==> src/rtl/anim_sequencer.sv <==
// anim_sequencer: frame-tick prescaler plus idle/requested animation sequencer.
// Optional feature macro ANIM_PINGPONG_EN: the idle step bounces 0..15..0 instead of wrapping.
module anim_sequencer #(
  parameter int TICK_DIV   = 33554432,
  parameter int NUM_FRAMES = 16,
  parameter int LOOP_COUNT = 1
) (
  input  logic       clk,
  input  logic       rst,
  input  logic       req_sleep,
  input  logic       req_eat,
  input  logic       req_play,
  output logic [1:0] anim_sel,
  output logic [3:0] step,
  output logic       frame_tick,
  output logic       busy,
  output logic       done
);
  localparam int PS_W   = $clog2(TICK_DIV);
  localparam int PASS_W = (LOOP_COUNT > 1) ? $clog2(LOOP_COUNT) : 1;
  localparam logic [PS_W-1:0]   PS_MAX   = PS_W'(TICK_DIV - 1);
  localparam logic [3:0]        STEP_MAX = 4'(NUM_FRAMES - 1);
  localparam logic [PASS_W-1:0] PASS_MAX = PASS_W'(LOOP_COUNT - 1);

  typedef enum logic [1:0] {S_IDLE, S_START, S_RUN, S_FINISH} state_t;

  state_t            state_q, state_d;
  logic [PS_W-1:0]   presc_q, presc_d;
  logic [3:0]        step_q, step_d;
  logic [1:0]        sel_q, sel_d;
  logic [PASS_W-1:0] pass_q, pass_d;
  logic              pend_valid_q, pend_valid_d;
  logic [1:0]        pend_sel_q, pend_sel_d;
`ifdef ANIM_PINGPONG_EN
  logic              dir_down_q, dir_down_d;
`endif

  logic       tick;
  logic       any_src;
  logic       start_entry;
  logic [1:0] req_sel;
  logic [1:0] cand_sel;

  // Animation codes double as priorities: play(3) > eat(2) > sleep(1).
  always_comb begin
    req_sel = 2'd0;
    if (req_play) begin
      req_sel = 2'd3;
    end else if (req_eat) begin
      req_sel = 2'd2;
    end else if (req_sleep) begin
      req_sel = 2'd1;
    end
    cand_sel = (pend_valid_q && (pend_sel_q > req_sel)) ? pend_sel_q : req_sel;
    any_src  = (req_sel != 2'd0) || pend_valid_q;
    tick     = ((state_q == S_IDLE) || (state_q == S_RUN)) && (presc_q == PS_MAX);
  end

  always_comb begin
    state_d      = state_q;
    presc_d      = '0;
    step_d       = step_q;
    sel_d        = sel_q;
    pass_d       = pass_q;
    pend_valid_d = pend_valid_q;
    pend_sel_d   = pend_sel_q;
    start_entry  = 1'b0;
`ifdef ANIM_PINGPONG_EN
    dir_down_d   = 1'b0;
`endif
    case (state_q)
      S_IDLE: begin
        presc_d = tick ? '0 : presc_q + PS_W'(1);
        sel_d   = 2'd0;
`ifdef ANIM_PINGPONG_EN
        dir_down_d = dir_down_q;
        if (tick) begin
          if (dir_down_q) begin
            if (step_q == 4'd0) begin
              step_d     = 4'd1;
              dir_down_d = 1'b0;
            end else begin
              step_d = step_q - 4'd1;
            end
          end else if (step_q == STEP_MAX) begin
            step_d     = STEP_MAX - 4'd1;
            dir_down_d = 1'b1;
          end else begin
            step_d = step_q + 4'd1;
          end
        end
`else
        if (tick) begin
          step_d = (step_q == STEP_MAX) ? 4'd0 : step_q + 4'd1;
        end
`endif
        start_entry = any_src;
      end
      S_START: begin
        state_d = S_RUN;
      end
      S_RUN: begin
        presc_d = tick ? '0 : presc_q + PS_W'(1);
        // One-deep pending slot: only a strictly higher priority replaces it.
        if ((req_sel != 2'd0) && (!pend_valid_q || (req_sel > pend_sel_q))) begin
          pend_valid_d = 1'b1;
          pend_sel_d   = req_sel;
        end
        if (tick) begin
          if (step_q != STEP_MAX) begin
            step_d = step_q + 4'd1;
          end else if (pass_q != PASS_MAX) begin
            step_d = 4'd0;
            pass_d = pass_q + PASS_W'(1);
          end else begin
            state_d = S_FINISH;
          end
        end
      end
      S_FINISH: begin
        start_entry = any_src;
        if (!any_src) begin
          state_d = S_IDLE;
          sel_d   = 2'd0;
          step_d  = 4'd0;
        end
      end
      default: state_d = S_IDLE;
    endcase

    if (start_entry) begin
      state_d = S_START;
      sel_d   = cand_sel;
      step_d  = 4'd0;
      pass_d  = '0;
      if (pend_valid_q && (pend_sel_q == cand_sel)) begin
        pend_valid_d = 1'b0;
      end
    end
  end

  always_ff @(posedge clk) begin
    if (!rst) begin
      state_q      <= S_IDLE;
      presc_q      <= '0;
      step_q       <= 4'd0;
      sel_q        <= 2'd0;
      pass_q       <= '0;
      pend_valid_q <= 1'b0;
      pend_sel_q   <= 2'd0;
`ifdef ANIM_PINGPONG_EN
      dir_down_q   <= 1'b0;
`endif
    end else begin
      state_q      <= state_d;
      presc_q      <= presc_d;
      step_q       <= step_d;
      sel_q        <= sel_d;
      pass_q       <= pass_d;
      pend_valid_q <= pend_valid_d;
      pend_sel_q   <= pend_sel_d;
`ifdef ANIM_PINGPONG_EN
      dir_down_q   <= dir_down_d;
`endif
    end
  end

  assign anim_sel   = sel_q;
  assign step       = step_q;
  assign frame_tick = tick;
  assign busy       = (state_q != S_IDLE);
  assign done       = (state_q == S_FINISH);

endmodule

==> config.mk <==
export PLATFORM = sky130hd
export DESIGN_NAME = anim_sequencer
export DESIGN_NICKNAME = d
export VERILOG_FILES = /design/src/rtl/anim_sequencer.sv
export SDC_FILE = /design/constraint.sdc
export NUM_CORES = 1
export LEC_CHECK = 0
export ABC_AREA = 1
export CAP_MARGIN = 20
export CORE_AREA = 2 2 54 77
export DETAILED_ROUTE_END_ITERATION = 8
export DIE_AREA = 0 0 56 79
export HOLD_SLACK_MARGIN = 0.08
export PLACE_DENSITY_LB_ADDON = 0.3
export SLEW_MARGIN = 20
export SYNTH_ARGS = -nofsm -noshare
export SYNTH_HDL_FRONTEND = slang
export SYNTH_SLANG_ARGS = --single-unit
export TNS_END_PERCENT = 10
==> constraint.sdc <==
create_clock -name clk -period 2.3 [get_ports clk]
set_clock_uncertainty 0.2 [all_clocks]
set_input_delay 0.345 -clock clk [delete_from_list [all_inputs] [get_ports clk]]
set_output_delay 0.345 -clock clk [all_outputs]
set_load 0.02 [all_outputs]
After elaboration in Yosys (flattened, before gate mapping)

Cells that the tools add are included.

Add/subtract/negate cells: 3
$lt $le $gt $ge: 2
Equal/unequal tests: 17
Muxes and demuxes: 25
Bitwise operators: 3
Reduce and logical (&&, ||, !) cells: 25

Operators by type and width:

| kind                                                                     | number |
|---|---|
| 25-bit by 1-bit adder with 25-bit output (second input constant)         | 1 |
| 25-bit equality test (second input constant)                             | 1 |
| 4-bit two-way mux                                                        | 6 |
| 2-bit two-way mux                                                        | 8 |
| 5-bit AND reduction                                                      | 3 |
| 4-bit one-hot mux with 3 select lines                                    | 1 |
| 2-bit inequality test (second input constant)                            | 5 |
| 3-bit inequality test (second input constant)                            | 3 |
| 3-bit nonzero test                                                       | 3 |
| 1-bit two-way mux                                                        | 8 |
| 3-bit by 2-bit inequality test with 1-bit output (second input constant) | 2 |
| 2-bit one-hot mux with 3 select lines                                    | 1 |
| 2-bit OR reduction                                                       | 3 |
| 4-bit by 1-bit adder with 4-bit output (second input constant)           | 1 |
| 2-bit equality test (second input constant)                              | 2 |
| 4-bit equality test (second input constant)                              | 1 |
| 2-bit > comparator                                                       | 2 |
| 1-bit logical AND                                                        | 4 |
| 4-bit inequality test (second input constant)                            | 1 |
| 2-bit one-hot mux with 2 select lines                                    | 1 |
| 2-bit AND reduction                                                      | 2 |
| 2-bit nonzero test                                                       | 2 |
| 4-bit nonzero test                                                       | 1 |
| 1-bit logical OR                                                         | 3 |
| other kinds (8)                                                          | 10 |

Bits in registers: 37
Input port bits: 5
Output and inout bits: 9
Word-level logic and storage cells: 83

Depth between registers and ports, before layout

Gate-level depths: netlist (run 1).

Depth in word-level cells: 10
Depth in mapped cells: 11
Mapped depth without buffers: 11

Least setup slack after synthesis (run 1)

Ideal clock, no wire load.

Path type: reg2out
Start point: register state_q[0]
End point: output frame_tick
Arrival time: 1.646 ns
Setup slack: 0.109 ns
Stages on the path, launching flop included: 7
Path buffers: 0
Path through: dfxtp_1 > inv_1 > ha_1 > nor2_1 > inv_1 > nand2_1 > nor4_1

Word-level cells in the longest chain between the ends: 3
Elaborated cells between the ends (all ways): 4
Those cells by class: eq/ne: 1; reduce/logical: 3

Ends and longest elaborated chain:

| what                                                            | line | source |
|---|---|---|
| start: declaration                                              | 27   | `state_t state_q, state_d;` |
| start signal: assignment                                        | 155  | `state_q <= state_d;` |
| 2-bit equality test / 2-bit logical NOT (equally long branches) | 56   | `tick = ((state_q == S_IDLE) \|\| (state_q == S_RUN)) && (presc_q == PS_MAX);` |
| 1-bit logical OR *                                              | 56   |  |
| 1-bit logical AND *                                             | 56   |  |
| end: declaration                                                | 15   | `output logic frame_tick,` |

Every way passes the cells marked *; elsewhere a longest branch is shown, timed or not.

Worst setup path after layout (run 1)

Start point: register state_q[1]
End point: output done

Word-level cells in the longest chain between the ends: 1

Ends and longest elaborated chain:

| what                | line | source |
|---|---|---|
| 2-bit equality test | 172  | `assign done = (state_q == S_FINISH);` |
| end: declaration    | 17   | `output logic done` |

Every way passes these cells.

==> flow_summary.json, run 1 <==
{
  "status": "completed",
  "port_buffers": 13,
  "mostFrequentLayoutCells": "nand2_1 (67), nor2_1 (50), inv_1 (39)",
  "worst-path-max-fanout": 5,
  "n_antenna_cell": 0,
  "hold_class": "reg -> reg",
  "yosysWarnings": 0,
  "syn_nets": 320,
  "crit_path_end_kind": "output pin",
  "fin_hold_ws_ns": 0.259,
  "syn_area_mm2": 0.00209,
  "start_util_pct": 55.2,
  "cts-htree-levels": 2,
  "drive_above_1_share_pct": 14.7,
  "grt_antenna_before_repair": 0,
  "grt_pass1_wl_um": 7780,
  "synth_sequential_area_ratio_pct": 34.5,
  "critPathKind": "reg -> out",
  "dieArea_mm2": 0.00442,
  "tritoncts": "yes",
  "num_vias": 2010,
  "ys_ff_latch": 36,
  "rr_endpoint": "presc_q[22]",
  "die_h_um": 79,
  "worst-r2r-cell-count": 11,
  "syn_inst": 306,
  "hold_path_startpoint": "anim_sel[0]",
  "grtUsageTotal_pct": 21.9,
  "grt_max_degree": 20,
  "synth_largest_area_cell": "dfxtp_1",
  "internal-power_w": 0.00128,
  "powerDensity_mw_per_mm2": 823,
  "final_util_pct": 66.5,
  "cts_buffers": 5,
  "gp_congestion": 0.831,
  "period_share_pct": 96.0,
  "post_cts_buffers": 0,
  "worstPathRequired_ns": 1.75,
  "seq_power_share_pct": 36.4,
  "clkTransAtPathRegs_ns": 0.07,
  "wl_per_cell_um": 11.0,
  "fin_cells": 391,
  "max_freq_ghz": 0.453,
  "cts_sinks": 36,
  "worst_pin_slew_ns": 0.314,
  "hold_viol": 0,
  "finalPower_w": 0.00207,
  "cpPeakStageDelay_ns": 0.63,
  "relSlewSlack_pct": 79.0,
  "yosys-top-cells-area": "dfxtp_1 (34%), nand2_1 (12%), nor2_1 (9.0%)",
  "nets": 361,
  "clock_latency_ns": 0.29,
  "drt_iter0_drc": 39,
  "hold_end": "anim_sel[0]",
  "path_depth": 3,
  "p_leak_nw": 1.06,
  "clockRootBuffer": "clkbuf_8",
  "period_minus_slack_ns": 2.21,
  "n_fill_cell": 331,
  "place_hpwl_um": 3340,
  "slowest_stage": "clkdlybuf4s50_1",
  "final_common_cell": "nand2_1",
  "cp.arrival_ns": 1.66,
  "crit_family": "buffers and inverters",
  "postSynthAreaPerCell_um2": 6.83,
  "syn2layout_area_growth_pct": 20.4,
  "power_frac_comb_pct": 41.0,
  "vias_per_cell": 5.14,
  "p_sw_w": 0.000789,
  "power_frac_clock_pct": 22.6,
  "swShare_pct": 38.1,
  "stdcell_area_mm2": 0.00252,
  "rsz0062_at_grt": "no",
  "critPathBufInv": 2,
  "die_w_um": 56,
  "io_pins": 14,
  "yosysUniqueCellTypes": 28,
  "rows": 27,
  "r2r_setup_slack_ns": 0.33,
  "crit_path_start_kind": "flop",
  "path_cells": "buf_4 -> ha_1 -> clkdlybuf4s50_1",
  "holdPathStages": 2,
  "drt_wl_total_um": 4310,
  "vdd_ir_drop_max_v": 0.000738,
  "drtPass1Iterations": 5,
  "core_area_mm2": 0.00378,
  "slew_violations": 0,
  "grt-ovfl-total": 0,
  "ant_nets": 0,
  "cts_buffer_depth": 2,
  "max_cap_viol_count": 0,
  "drc": 0,
  "first_global_vias": 1945,
  "synth.top_cell.area_share_pct": 34.5,
  "setup_viol": 0,
  "place_area_mm2": 0.00243,
  "timing.rr.start": "presc_q[1]",
  "place_inst": 383
}
power by group through the flow:
stage / Clock [W] / Combinational, W / Sequential [W]
after global placement: 0 / 0.000825 / 0.000761
after CTS: 0.000478 / 0.000851 / 0.000752
after detailed placement: 0 / 0.000847 / 0.000765
final: 0.000468 / 0.000849 / 0.000754
after floorplan: 0 / 0.000528 / 0.000805
after global routing: 0.000499 / 0.000971 / 0.000762
kinds of logic after synthesis:
family	after synthesis	share of synthesized area, %
AND/OR/NAND/NOR	182	42.2
buffers and inverters	42	7.90
flip-flops	36	34.5
AO/OA/AOI/OAI	31	7.54
adder cells (fa/ha/maj)	9	5.39
XOR/XNOR	6	2.51
stage by stage:
step / TNS [ns] / setup WS [ns]
final: 0 / 0.0919
after global routing: 0 / 0.00784
after CTS: 0 / 0.0139
after detailed placement: -0.119 / -0.0429
after global placement: -0.0285 / -0.0126
after floorplan: 0 / 0.109
cell usage after synthesis:
master	number
nand2_1	67
nor2_1	50
inv_1	39
dfxtp_1	36
nand3_1	29
a21oi_1	19
ha_1	9
o21ai_0	9
nor3b_1	5
nand2_2	4
nand4_1	4
nor2_2	4
nor3_1	4
xor2_1	4
nand2_4	3
or2_2	3
buf_4	2
nand3_4	2
nor3b_2	2
o21ai_1	2
xnor2_1	2
inv_2	1
nand3b_1	1
nor2_4	1
nor2_8	1
nor4_1	1
o21a_1	1
or2_0	1
worst max path at each step:
stage / start / to / slack, ns
finish: state_q[1] / done / 0.09
global route: req_play / pend_sel_q[1] / 0.008
CTS: presc_q[0] / frame_tick / 0.01
detailed placement: req_eat / pend_sel_q[1] / -0.04
global placement: req_eat / pend_sel_q[1] / -0.01
floorplan: state_q[0] / frame_tick / 0.11
layout make-up:
cell class | count | area [µm²] | area share [%]
flip-flops and latches | 36 | 721 | 28.6
inverters | 40 | 150 | 5.97
well taps | 43 | 53.8 | 2.14
clock buffers | 8 | 90.1 | 3.58
repair buffers | 36 | 298 | 11.8
multi-input cells | 228 | 1200 | 47.8
state kept, by name, summed over array words and instances (netlist names):
name	count
anim_sel	2
pend_sel_q	2
pend_valid_q	1
presc_q	25
state_q	2
step	4
tightest hold or removal path, stage by stage, from the launching register on:
cell,delay [ns]
dfxtp_1,0.31
nand2_1,0.05
a21oi_1,0.05
metal layers:
layer,GRT usage (%),up-vias,share of wire [%]
met2,42.2,37,54
met4,10.2,0,2.6
met1,22.4,910,40
met5,0,-,0
met3,3.58,9,3.2
li1,-,1054,-
what timing repair did:
action,4_1_cts,5_1_grt
hold buffers,0,0
endpoints found under the setup margin,1,1
gates resized for setup,1,3
No activity file was read; power rests on OpenSTA's default activity.
==> run 2, diff against run 1 <==
--- a/config.mk
+++ b/config.mk
@@ -12,6 +12,7 @@
 export DIE_AREA = 0 0 56 79
 export HOLD_SLACK_MARGIN = 0.08
 export PLACE_DENSITY_LB_ADDON = 0.3
+export SKIP_CTS_REPAIR_TIMING = 1
 export SLEW_MARGIN = 20
 export SYNTH_ARGS = -nofsm -noshare
 export SYNTH_HDL_FRONTEND = slang
==> run 2 against run 1 <==
  * Fmax fell by 0.17%
  * Wire length barely moved
  * Sequential share of layout area fell by 0.085 points
  * Worst setup slack got worse by 0.0037 ns
  * Via count rose by 0.20%
  * Combinational power barely moved
  * Core utilization rose by 0.20 points
  * Largest cell class unchanged
  * Total power barely moved
  * Global-route usage did not move
==> flow_summary.json, run 2 (synthesis results as in run 1) <==
{
  "final_common_cell": "nand2_1",
  "mostFrequentLayoutCells": "nand2_1 (67), nor2_1 (50), inv_1 (39)",
  "multi_input_area_mm2": 0.00120,
  "hold_path_startpoint": "anim_sel[0]",
  "rr_endpoint": "presc_q[22]",
  "cts_buffers": 5,
  "num_vias": 2014,
  "n_antenna_cell": 0,
  "place_hpwl_um": 3340,
  "syn2layout_area_growth_pct": 20.8,
  "cts_sinks": 36,
  "p_leak_nw": 1.08,
  "timing.rr.start": "presc_q[1]",
  "vdd_ir_drop_max_v": 0.000738,
  "core_area_mm2": 0.00378,
  "gp_congestion": 0.831,
  "slew_violations": 0,
  "fin_cells": 391,
  "setup_tns_ns": 0,
  "critPathKind": "reg -> out",
  "r2r_setup_slack_ns": 0.33,
  "largest-register": "presc_q",
  "dieArea_mm2": 0.00442,
  "die_w_um": 56,
  "nets": 361,
  "io_pins": 14,
  "drt_iter0_drc": 39,
  "grt_max_degree": 20,
  "crit_path_end_kind": "output pin",
  "worst-r2r-cell-count": 11,
  "die_h_um": 79,
  "tritoncts": "yes",
  "period_minus_slack_ns": 2.21,
  "cts-htree-levels": 2,
  "grt_pass1_wl_um": 7780,
  "drt_wl_total_um": 4310,
  "ant_nets": 0,
  "setup_viol": 0,
  "port_buffers": 13,
  "hold_end": "anim_sel[0]",
  "cts_buffer_depth": 2,
  "clock_latency_ns": 0.29,
  "drive_above_1_share_pct": 14.4,
  "fin_hold_ws_ns": 0.259,
  "powerDensity_mw_per_mm2": 820,
  "worst_pin_slew_ns": 0.314,
  "max_freq_ghz": 0.452,
  "drc": 0,
  "cp.arrival_ns": 1.67,
  "drtPass1Iterations": 5,
  "largest_reg_flops": 25,
  "max_cap_viol_count": 0,
  "first_global_vias": 1945,
  "worst-path-max-fanout": 5,
  "grt-ovfl-total": 0,
  "place_inst": 383,
  "crit_path_start_kind": "flop",
  "hold_class": "reg -> reg",
  "status": "completed",
  "n_fill_cell": 331,
  "rsz0062_at_grt": "no",
  "clkTransAtPathRegs_ns": 0.07,
  "grt_antenna_before_repair": 0,
  "holdPathStages": 2,
  "start_util_pct": 55.2,
  "rows": 27,
  "vias_per_cell": 5.15,
  "wl_per_cell_um": 11.0,
  "period_share_pct": 96.2,
  "clockRootBuffer": "clkbuf_8",
  "seq_area_um2": 721,
  "grtUsageTotal_pct": 21.9,
  "relSlewSlack_pct": 79.0,
  "worstPathRequired_ns": 1.75,
  "hold_viol": 0
}
-- run 2: how the worst max path moves through the flow --
stage	startpoint	endpoint	slack, ns	cells past startpoint
floorplan	state_q[0]	frame_tick	0.11	6
global placement	req_eat	pend_sel_q[1]	-0.01	9
detailed placement	req_eat	pend_sel_q[1]	-0.04	9
CTS	presc_q[0]	frame_tick	-0.29	6
global route	req_play	pend_sel_q[1]	0.008	9
finish	state_q[1]	done	0.09	3
-- run 2: through the flow --
stage / cell area (µm²) / utilization [%] / power (W) / setup slack, ns
global placement: 2430 / 64.3 / 0.00159 / -0.0126
floorplan: 2090 / - / 0.00133 / 0.109
finish: 2520 / 66.7 / 0.00207 / 0.0882
global route: 2520 / 66.7 / 0.00223 / 0.00784
detailed placement: 2430 / 64.3 / 0.00161 / -0.0429
CTS: 2520 / 66.6 / 0.00208 / -0.292
-- run 2: worst max-delay path, cell delays in order (launching register included) --
cell and delay (ns):
dfxtp_1 0.38, buf_4 0.14, ha_1 0.23, clkdlybuf4s50_1 0.63
-- run 2: layout make-up --
type                       count  area share [%]
timing repair buffer          36            12.1
multi-input combinational    228            47.7
sequential                    36            28.6
clock buffer                   8            3.57
inverter                      40            5.95
tap                           43            2.13
-- run 2: routing by layer --
| layer | global-route usage, % | wire, µm | vias up |
|---|---|---|---|
| li1 | - | - | 1054 |
| met1 | 22.4 | 1730 | 912 |
| met2 | 42.2 | 2320 | 39 |
| met3 | 3.58 | 146 | 9 |
| met4 | 10.2 | 114 | 0 |
| met5 | 0 | 0 | - |
-- run 2: power by group --
group	internal, W	switching (W)	total, W
Combinational	0.000342	0.000507	0.000849
Sequential	0.000695	0.0000587	0.000754
Clock	0.000244	0.000224	0.000468
Total	0.00128	0.000790	0.00207
